File: src/rtl/bus_pkg.sv
// bus_pkg: shared types and constants for the 68000 bus cycle controller.
//   region_t  - bus cycle region classification (ROM, RAM, IO, EXP)
//   state_t   - cycle controller FSM states
//   *_NIB     - A[23:20] region nibbles
//   cnt_width - counter width able to hold 0..max_val
//   classify  - region decode from the address nibble, boot flag and RW
package bus_pkg;

  typedef enum logic [1:0] {
    ROM = 2'd0,
    RAM = 2'd1,
    IO  = 2'd2,
    EXP = 2'd3
  } region_t;

  typedef enum logic [2:0] {
    IDLE    = 3'd0,
    WAIT    = 3'd1,
    ACK     = 3'd2,
    EXTWAIT = 3'd3,
    DONE    = 3'd4,
    BERR    = 3'd5
  } state_t;

  localparam logic [3:0] ROM_NIB = 4'hE;
  localparam logic [3:0] RAM_NIB = 4'h0;
  localparam logic [3:0] IO_NIB  = 4'hF;
  localparam logic [3:0] EXP_LO  = 4'h1;
  localparam logic [3:0] EXP_HI  = 4'hD;

  function automatic int cnt_width(input int max_val);
    if (max_val < 1) begin
      return 1;
    end else begin
      return $clog2(max_val + 1);
    end
  endfunction

  // While the overlay is active (boot = 0), reads at 0x0 go to ROM.
  function automatic region_t classify(input logic [3:0] nib,
                                       input logic       boot,
                                       input logic       rw);
    region_t r;
    r = EXP;
    if (nib == ROM_NIB) begin
      r = ROM;
    end else if (nib == IO_NIB) begin
      r = IO;
    end else if (nib == RAM_NIB) begin
      r = (!boot && rw) ? ROM : RAM;
    end else if ((nib >= EXP_LO) && (nib <= EXP_HI)) begin
      r = EXP;
    end else begin
      r = EXP;
    end
    return r;
  endfunction

endpackage

File: src/rtl/bus_cycle_controller_if.sv
// bus_cycle_controller_if: CPU-side strobes and board DTACK/BERR/BOOT lines.
//   slave  modport - used by bus_cycle_controller (CPU strobes in, acks out)
//   master modport - used by whatever drives the CPU strobes
interface bus_cycle_controller_if;
  logic [23:18] i_A;
  logic         i_AS_n;
  logic         i_RW;
  logic         i_CPUSP_n;
  logic         i_LGEXP_n;
  logic         i_DTACK_n;
  logic         o_PPDTACK;
  logic         o_BERR_n;
  logic         o_BOOT;

  modport slave (
    input  i_A, i_AS_n, i_RW, i_CPUSP_n, i_LGEXP_n, i_DTACK_n,
    output o_PPDTACK, o_BERR_n, o_BOOT
  );

  modport master (
    output i_A, i_AS_n, i_RW, i_CPUSP_n, i_LGEXP_n, i_DTACK_n,
    input  o_PPDTACK, o_BERR_n, o_BOOT
  );
endinterface

File: src/rtl/cycle_timer.sv
// cycle_timer: loadable counter with a zero flag, synchronous active-low reset.
//   COUNT_UP = 0: down-counter saturating at zero (wait states)
//   COUNT_UP = 1: up-counter saturating at all-ones (watchdog)
//   clk, rst_n     - clock and synchronous active-low reset
//   load, load_val - load takes priority over en
//   en             - count one step
//   count, zero    - current value and (count == 0)
module cycle_timer #(
  parameter int WIDTH    = 4,
  parameter bit COUNT_UP = 1'b0
) (
  input  logic             clk,
  input  logic             rst_n,
  input  logic             load,
  input  logic             en,
  input  logic [WIDTH-1:0] load_val,
  output logic [WIDTH-1:0] count,
  output logic             zero
);

  logic [WIDTH-1:0] count_r;
  logic [WIDTH-1:0] count_next_s;

  // Next count: load, saturating step, or hold.
  always_comb begin
    count_next_s = count_r;
    if (load) begin
      count_next_s = load_val;
    end else if (en) begin
      if (COUNT_UP) begin
        if (count_r != {WIDTH{1'b1}}) begin
          count_next_s = count_r + WIDTH'(1);
        end else begin
          count_next_s = count_r;
        end
      end else begin
        if (count_r != {WIDTH{1'b0}}) begin
          count_next_s = count_r - WIDTH'(1);
        end else begin
          count_next_s = count_r;
        end
      end
    end else begin
      count_next_s = count_r;
    end
  end

  // Count register.
  always_ff @(posedge clk) begin
    if (!rst_n) begin
      count_r <= {WIDTH{1'b0}};
    end else begin
      count_r <= count_next_s;
    end
  end

  assign count = count_r;
  assign zero  = (count_r == {WIDTH{1'b0}});

endmodule

File: src/rtl/bus_cycle_controller.sv
// bus_cycle_controller: classifies 68000 bus cycles by region, generates
// DTACK after a per-region wait count, owns the boot-overlay flag and
// optionally raises BERR when nothing acknowledges a cycle.
//   i_CLK      - CPU clock, all state changes on the rising edge
//   i_RESET_n  - synchronous active-low reset
//   bus        - slave modport: i_A, i_AS_n, i_RW, i_CPUSP_n, i_LGEXP_n,
//                i_DTACK_n in; o_PPDTACK, o_BERR_n, o_BOOT out
// Optional feature macro: BUS_BERR_WATCHDOG_EN compiles in the watchdog and
// BERR state; without it o_BERR_n is tied high and BERR_TIMEOUT is ignored.
module bus_cycle_controller
  import bus_pkg::*;
#(
  parameter int ROM_WAIT      = 2,
  parameter int RAM_WAIT      = 0,
  parameter int EXP_WAIT      = 1,
  parameter int BOOT_AS_COUNT = 4,
  parameter int BERR_TIMEOUT  = 64
) (
  input logic                   i_CLK,
  input logic                   i_RESET_n,
  bus_cycle_controller_if.slave bus
);

  localparam int WAIT_MAX = (ROM_WAIT > RAM_WAIT) ?
                            ((ROM_WAIT > EXP_WAIT) ? ROM_WAIT : EXP_WAIT) :
                            ((RAM_WAIT > EXP_WAIT) ? RAM_WAIT : EXP_WAIT);
  localparam int WAIT_W = cnt_width(WAIT_MAX);
  localparam int BOOT_W = cnt_width(BOOT_AS_COUNT);

  state_t            state_r;
  state_t            next_state_s;
  region_t           cls_s;
  logic              ext_s;
  logic [WAIT_W-1:0] wait_load_val_s;
  logic              wait_load_s;
  logic              wait_en_s;
  logic [WAIT_W-1:0] wait_count_s;
  logic              wait_zero_s;
  logic              boot_inc_s;
  logic [BOOT_W-1:0] boot_cnt_r;
  logic [BOOT_W-1:0] boot_cnt_next_s;
  logic              boot_next_s;
  logic              boot_r;
  logic              ppdtack_r;
  logic              unused_s;

  // Region decode and its wait count, consumed only on the IDLE start edge.
  always_comb begin
    cls_s           = classify(bus.i_A[23:20], boot_r, bus.i_RW);
    ext_s           = (cls_s == IO) || ((cls_s == EXP) && bus.i_LGEXP_n) || !bus.i_CPUSP_n;
    wait_load_val_s = {WAIT_W{1'b0}};
    case (cls_s)
      ROM:     wait_load_val_s = WAIT_W'(ROM_WAIT);
      RAM:     wait_load_val_s = WAIT_W'(RAM_WAIT);
      EXP:     wait_load_val_s = WAIT_W'(EXP_WAIT);
      default: wait_load_val_s = {WAIT_W{1'b0}};
    endcase
  end

  cycle_timer #(.WIDTH(WAIT_W), .COUNT_UP(1'b0)) u_wait_timer (
    .clk      (i_CLK),
    .rst_n    (i_RESET_n),
    .load     (wait_load_s),
    .en       (wait_en_s),
    .load_val (wait_load_val_s),
    .count    (wait_count_s),
    .zero     (wait_zero_s)
  );

`ifdef BUS_BERR_WATCHDOG_EN
  localparam int WD_W = cnt_width(BERR_TIMEOUT);

  logic            wd_load_s;
  logic            wd_en_s;
  logic [WD_W-1:0] wd_count_s;
  logic            wd_zero_s;
  logic            wd_hit_s;
  logic            berr_n_r;

  cycle_timer #(.WIDTH(WD_W), .COUNT_UP(1'b1)) u_watchdog (
    .clk      (i_CLK),
    .rst_n    (i_RESET_n),
    .load     (wd_load_s),
    .en       (wd_en_s),
    .load_val ({WD_W{1'b0}}),
    .count    (wd_count_s),
    .zero     (wd_zero_s)
  );

  // The watchdog reaches BERR_TIMEOUT on the edge where it holds TIMEOUT-1.
  assign wd_hit_s = (wd_count_s == WD_W'(BERR_TIMEOUT - 1));
  assign unused_s = ^{bus.i_A[19:18], wait_count_s, wd_zero_s};
`else
  assign unused_s = ^{bus.i_A[19:18], wait_count_s, (BERR_TIMEOUT != 0)};
`endif

  // FSM next state and counter controls.
  always_comb begin
    next_state_s = state_r;
    wait_load_s  = 1'b0;
    wait_en_s    = 1'b0;
    boot_inc_s   = 1'b0;
`ifdef BUS_BERR_WATCHDOG_EN
    wd_load_s    = 1'b0;
    wd_en_s      = 1'b0;
`endif
    case (state_r)
      IDLE: begin
        wait_load_s = 1'b1;
`ifdef BUS_BERR_WATCHDOG_EN
        wd_load_s   = 1'b1;
`endif
        if (!bus.i_AS_n) begin
          next_state_s = ext_s ? EXTWAIT : WAIT;
        end else begin
          next_state_s = IDLE;
        end
      end
      WAIT: begin
`ifdef BUS_BERR_WATCHDOG_EN
        wd_en_s = !bus.i_AS_n;
`endif
        if (bus.i_AS_n) begin
          next_state_s = IDLE;
        end else if (wait_zero_s) begin
          next_state_s = ACK;
        end else begin
          wait_en_s    = 1'b1;
          next_state_s = WAIT;
        end
      end
      ACK: begin
        if (bus.i_AS_n) begin
          next_state_s = IDLE;
          boot_inc_s   = 1'b1;
        end else begin
          next_state_s = ACK;
        end
      end
      EXTWAIT: begin
`ifdef BUS_BERR_WATCHDOG_EN
        wd_en_s = !bus.i_AS_n;
`endif
        // A DTACK arriving on the timeout edge takes priority over BERR.
        if (bus.i_AS_n) begin
          next_state_s = IDLE;
        end else if (!bus.i_DTACK_n) begin
          next_state_s = DONE;
`ifdef BUS_BERR_WATCHDOG_EN
        end else if (wd_hit_s) begin
          next_state_s = BERR;
`endif
        end else begin
          next_state_s = EXTWAIT;
        end
      end
      DONE: begin
        if (bus.i_AS_n) begin
          next_state_s = IDLE;
          boot_inc_s   = 1'b1;
        end else begin
          next_state_s = DONE;
        end
      end
      BERR: begin
        if (bus.i_AS_n) begin
          next_state_s = IDLE;
        end else begin
          next_state_s = BERR;
        end
      end
      default: begin
        next_state_s = IDLE;
      end
    endcase
  end

  // Saturating boot counter; the overlay drops on the Nth completed cycle.
  always_comb begin
    boot_cnt_next_s = boot_cnt_r;
    boot_next_s     = boot_r;
    if (boot_inc_s && (boot_cnt_r != BOOT_W'(BOOT_AS_COUNT))) begin
      boot_cnt_next_s = boot_cnt_r + BOOT_W'(1);
      if (boot_cnt_r == BOOT_W'(BOOT_AS_COUNT - 1)) begin
        boot_next_s = 1'b1;
      end else begin
        boot_next_s = boot_r;
      end
    end else begin
      boot_cnt_next_s = boot_cnt_r;
    end
  end

  // State, boot flag and DTACK register. DTACK is held for one edge after
  // leaving ACK so it negates one edge after AS is seen high.
  always_ff @(posedge i_CLK) begin
    if (!i_RESET_n) begin
      state_r    <= IDLE;
      boot_cnt_r <= {BOOT_W{1'b0}};
      boot_r     <= 1'b0;
      ppdtack_r  <= 1'b0;
    end else begin
      state_r    <= next_state_s;
      boot_cnt_r <= boot_cnt_next_s;
      boot_r     <= boot_next_s;
      ppdtack_r  <= (next_state_s == ACK) || (state_r == ACK);
    end
  end

`ifdef BUS_BERR_WATCHDOG_EN
  // BERR output, negated one edge after AS is seen high.
  always_ff @(posedge i_CLK) begin
    if (!i_RESET_n) begin
      berr_n_r <= 1'b1;
    end else begin
      berr_n_r <= !((next_state_s == BERR) || (state_r == BERR));
    end
  end

  assign bus.o_BERR_n = berr_n_r;
`else
  assign bus.o_BERR_n = 1'b1;
`endif

  assign bus.o_PPDTACK = ppdtack_r;
  assign bus.o_BOOT    = boot_r;

endmodule

File: src/flat_wrapper.sv
// flat-port wrapper written by rule: the top's interface ports become plain ports
module bus_cycle_controller_flat import bus_pkg::*;
#(
  parameter int ROM_WAIT      = 2,
  parameter int RAM_WAIT      = 0,
  parameter int EXP_WAIT      = 1,
  parameter int BOOT_AS_COUNT = 4,
  parameter int BERR_TIMEOUT  = 64
)
  (i_CLK, i_RESET_n, bus_i_A, bus_i_AS_n, bus_i_RW, bus_i_CPUSP_n, bus_i_LGEXP_n, bus_i_DTACK_n, bus_o_PPDTACK, bus_o_BERR_n, bus_o_BOOT);
  bus_cycle_controller_if bus_i ();
  input logic i_CLK;
  input logic i_RESET_n;
  input wire logic [$bits(bus_i.i_A)-1:0] bus_i_A;
  input wire logic [$bits(bus_i.i_AS_n)-1:0] bus_i_AS_n;
  input wire logic [$bits(bus_i.i_RW)-1:0] bus_i_RW;
  input wire logic [$bits(bus_i.i_CPUSP_n)-1:0] bus_i_CPUSP_n;
  input wire logic [$bits(bus_i.i_LGEXP_n)-1:0] bus_i_LGEXP_n;
  input wire logic [$bits(bus_i.i_DTACK_n)-1:0] bus_i_DTACK_n;
  output wire logic [$bits(bus_i.o_PPDTACK)-1:0] bus_o_PPDTACK;
  output wire logic [$bits(bus_i.o_BERR_n)-1:0] bus_o_BERR_n;
  output wire logic [$bits(bus_i.o_BOOT)-1:0] bus_o_BOOT;
  assign bus_i.i_A = bus_i_A;
  assign bus_i.i_AS_n = bus_i_AS_n;
  assign bus_i.i_RW = bus_i_RW;
  assign bus_i.i_CPUSP_n = bus_i_CPUSP_n;
  assign bus_i.i_LGEXP_n = bus_i_LGEXP_n;
  assign bus_i.i_DTACK_n = bus_i_DTACK_n;
  assign bus_o_PPDTACK = bus_i.o_PPDTACK;
  assign bus_o_BERR_n = bus_i.o_BERR_n;
  assign bus_o_BOOT = bus_i.o_BOOT;
  bus_cycle_controller #(.ROM_WAIT(ROM_WAIT), .RAM_WAIT(RAM_WAIT), .EXP_WAIT(EXP_WAIT), .BOOT_AS_COUNT(BOOT_AS_COUNT), .BERR_TIMEOUT(BERR_TIMEOUT)) u_core (.i_CLK(i_CLK), .i_RESET_n(i_RESET_n), .bus(bus_i));
endmodule
File: config.mk
export PLATFORM = sky130hd
export DESIGN_NAME = bus_cycle_controller_flat
export DESIGN_NICKNAME = d
export VERILOG_FILES = /design/src/rtl/bus_pkg.sv /design/src/rtl/bus_cycle_controller_if.sv /design/src/rtl/cycle_timer.sv /design/src/rtl/bus_cycle_controller.sv /design/src/flat_wrapper.sv
export SDC_FILE = /design/constraint.sdc
export NUM_CORES = 1
export LEC_CHECK = 0
export CORE_MARGIN = 5
export CORE_UTILIZATION = 47
export DETAILED_ROUTE_END_ITERATION = 12
export HOLD_SLACK_MARGIN = 0.15
export PLACE_DENSITY = 0.78
export SLEW_MARGIN = 25
export SYNTH_ARGS = -nofsm -noshare
export SYNTH_HDL_FRONTEND = slang
export SYNTH_SLANG_ARGS = --single-unit
File: constraint.sdc
create_clock -name i_CLK -period 1.6 [get_ports i_CLK]
set_input_delay 0.24 -clock i_CLK [delete_from_list [all_inputs] [get_ports i_CLK]]
set_output_delay 0.24 -clock i_CLK [all_outputs]
set_load 0.05 [all_outputs]
==> out/metrics.csv <==
metric,value,unit
antenna_left,0,
cp-start-kind,register,
yosys.area_share.xor_xnor,0.01331,
hp-class,reg -> reg,
mostFrequentLayoutCells,"clkdlybuf4s50_1, dfxtp_1, inv_1, a21oi_1",
worstPathMaxFanout,6,
p_leak,0.2987,nW
dpl.hpwl,972.1,um
synth_fa_ha_area_frac,0.07605,
required,1.81,ns
row_count,13,
core_area,0.001318,mm^2
via_per_inst,5.552,
r2r_start,u_core.u_wait_timer.count[0],
synth_compound_area_frac,0.1996,
fmax,0.6961,GHz
cts-buffers-inserted,3,
timing.critical_path.from,u_core.u_wait_timer.count[0],
overflow,0,
run_status,completed,
final.setup_skew,0.004191,ns
root_buffer,clkbuf_4,
syn-cell-area,658.1,um^2
min_from,u_core.boot_cnt_r[0],
crit_arrival,1.65,ns
p_per_area,753.8,mW/mm^2
synth_cell_type_count,35,
yosys_warnings,0,
slowest_delay,0.48,ns
avgSynthCellArea,8.438,um^2
diodes,0,
vias,583,
yosys-mux-area-fraction,0.04563,
cts.sinks,10,
routed_wirelength,1264,um
cts_tree,done,
crit_chain,"inv_1, ha_1, or4_1, nor3_1, o31a_1",
wl_per_cell,12.04,um
grt_max_degree,14,
drc,0,
fin_area,793.3,um^2
clk_pin_slew,0.07,ns
max_cap_violations,0,
syn_inst,78,
hold_violations,0,
ios,16,
critPathCaptureType,register,
synth_nets,95,
multi_input_comb_area,391.6,um^2
cp_top_family,simple AND/OR/NAND/NOR gates,
finalCriticalPeriod,1.437,ns
gp_congestion,0.7573,
min_period_over_period,0.8978,
fin_nets,109,
cts_setup_buffers,0,
ir_drop,0.0005505,V
initial_core_util,0.4995,
cp_slowest_cell,or4_1,
die_h,47.42,um
syn_to_final_growth,20.53,%
fill_cells,133,
h-tree-depth,1,
clock_latency,0.26,ns
grtUsageTotal,0.1275,
critPathKind,reg -> reg,
grt_pass1_vias,491,
die_x,47.42,um
final_max_slew_viol_count,0,
portBuffers,12,
antenna_found_initial,0,
setup_viol,0,
clockBufferDepth,2,
power,0.5979,mW
synth-simple-area-share,0.2548,
cts_hold_buffers,0,
seqCellArea,200.2,um^2
postPlaceCellArea,770.7,um^2
synth_top_family_by_area,simple AND/OR/NAND/NOR gates,
post_cts_resized,0,
cp_num_buf_inv,1,
drtPass1Iterations,2,
ys_ff_latch,10,
drtIter0Drc,4,
die-area,0.002249,mm^2
ys_seq_area_frac,0.3042,
grt_pass1_wl,1966,um
rsz0062_at_grt,no,
drive_above_1_share,0.1333,
==> where the power goes <==
| part | switching [mW] | internal [mW] |
|---|---|---|
| Sequential | 0.0195 | 0.264 |
| Combinational | 0.0704 | 0.0745 |
| Clock | 0.0826 | 0.0867 |
| Total | 0.172 | 0.425 |
==> cells by family (layout without fill, tap and decap cells) <==
logic type / after synthesis / count (layout)
and+or+nand+nor: 28 / 28
adders and majority gates: 4 / 4
DFF: 10 / 10
muxes: 3 / 3
other: 1 / 1
AOI/OAI and AO/OA: 18 / 18
xor gates and xnor gates: 1 / 1
buffers and inverters: 13 / 25
==> worst min-delay path: stages, from the launching register on <==
cell     delay, ns
dfxtp_1       0.33
nand2_1       0.06
mux2i_1       0.06
==> registers in the layout, summed over array words and instances, names as in the netlist <==
name / count
u_core.boot_cnt_r: 3
u_core.state_r: 3
u_core.u_wait_timer.count: 2
u_core.bus.o_BOOT: 1
u_core.bus.o_PPDTACK: 1
==> metrics by stage <==
stage / hold slack [ns] / utilization / setup TNS, ns / cells / setup slack, ns
CTS: 0.4914 / 0.6021 / 0 / 105 / 0.1631
detailed placement: 0.4828 / 0.5850 / -0.09589 / 102 / -0.04108
global placement: 0.4596 / 0.5850 / -0.02801 / 102 / -0.01851
finish: 0.4874 / 0.6021 / 0 / 105 / 0.1635
floorplan: 0.4096 / - / 0 / 78 / 0.2592
global route: 0.5370 / 0.6021 / 0 / 105 / 0.07485
==> final cells by class <==
cell class                 count  area share
clock buffer                   3     0.02839
multi-input combinational     55      0.4937
timing repair buffer          14      0.1640
inverter                       8     0.03785
sequential                    10      0.2524
tap                           15     0.02366
==> final timing paths <==
path                                        to  slack, ns  cells past startpoint
hold / removal            u_core.boot_cnt_r[0]       0.49                      2
setup reg to reg  u_core.u_wait_timer.count[0]       0.16                      5
setup / recovery  u_core.u_wait_timer.count[0]       0.16                      5
hold reg to reg           u_core.boot_cnt_r[0]       0.49                      2
==> synth_stat cells (all sizes together) <==
master,n,area [um^2]
or3,4,25.02
a21oi,6,30.03
a22o,1,8.760
and2,1,6.260
inv,8,30.03
a311oi,1,8.760
o311ai,1,8.760
nor4,1,12.51
buf,5,36.28
o31a,1,8.760
mux2i,3,30.03
ha,4,50.05
nor3b,2,15.01
or3b,1,8.760
a32oi,1,8.760
nand2b,5,31.28
o21ai,3,15.01
dfxtp,10,200.2
or4,1,7.510
nor4bb,1,10.01
xnor2,1,8.760
a211oi,1,12.51
nor2,3,11.26
conb,1,3.750
o41ai,1,8.760
nand2,5,18.77
a211o,1,8.760
nor3,2,10.01
nand3,1,5.000
and3,1,6.260
o22ai,1,12.51
==> per-layer routing <==
| layer | part of all wire | routed length [um] | track usage | up-vias |
|---|---|---|---|---|
| met5 | 0 | 0 | 0 | - |
| met2 | 0.52 | 651 | 0.2219 | 9 |
| li1 | - | - | - | 303 |
| met3 | 0.059 | 75 | 0.06767 | 0 |
| met1 | 0.42 | 537 | 0.1406 | 271 |
| met4 | 0 | 0 | 0.01657 | 0 |
Power figures use the tool's default switching activity.
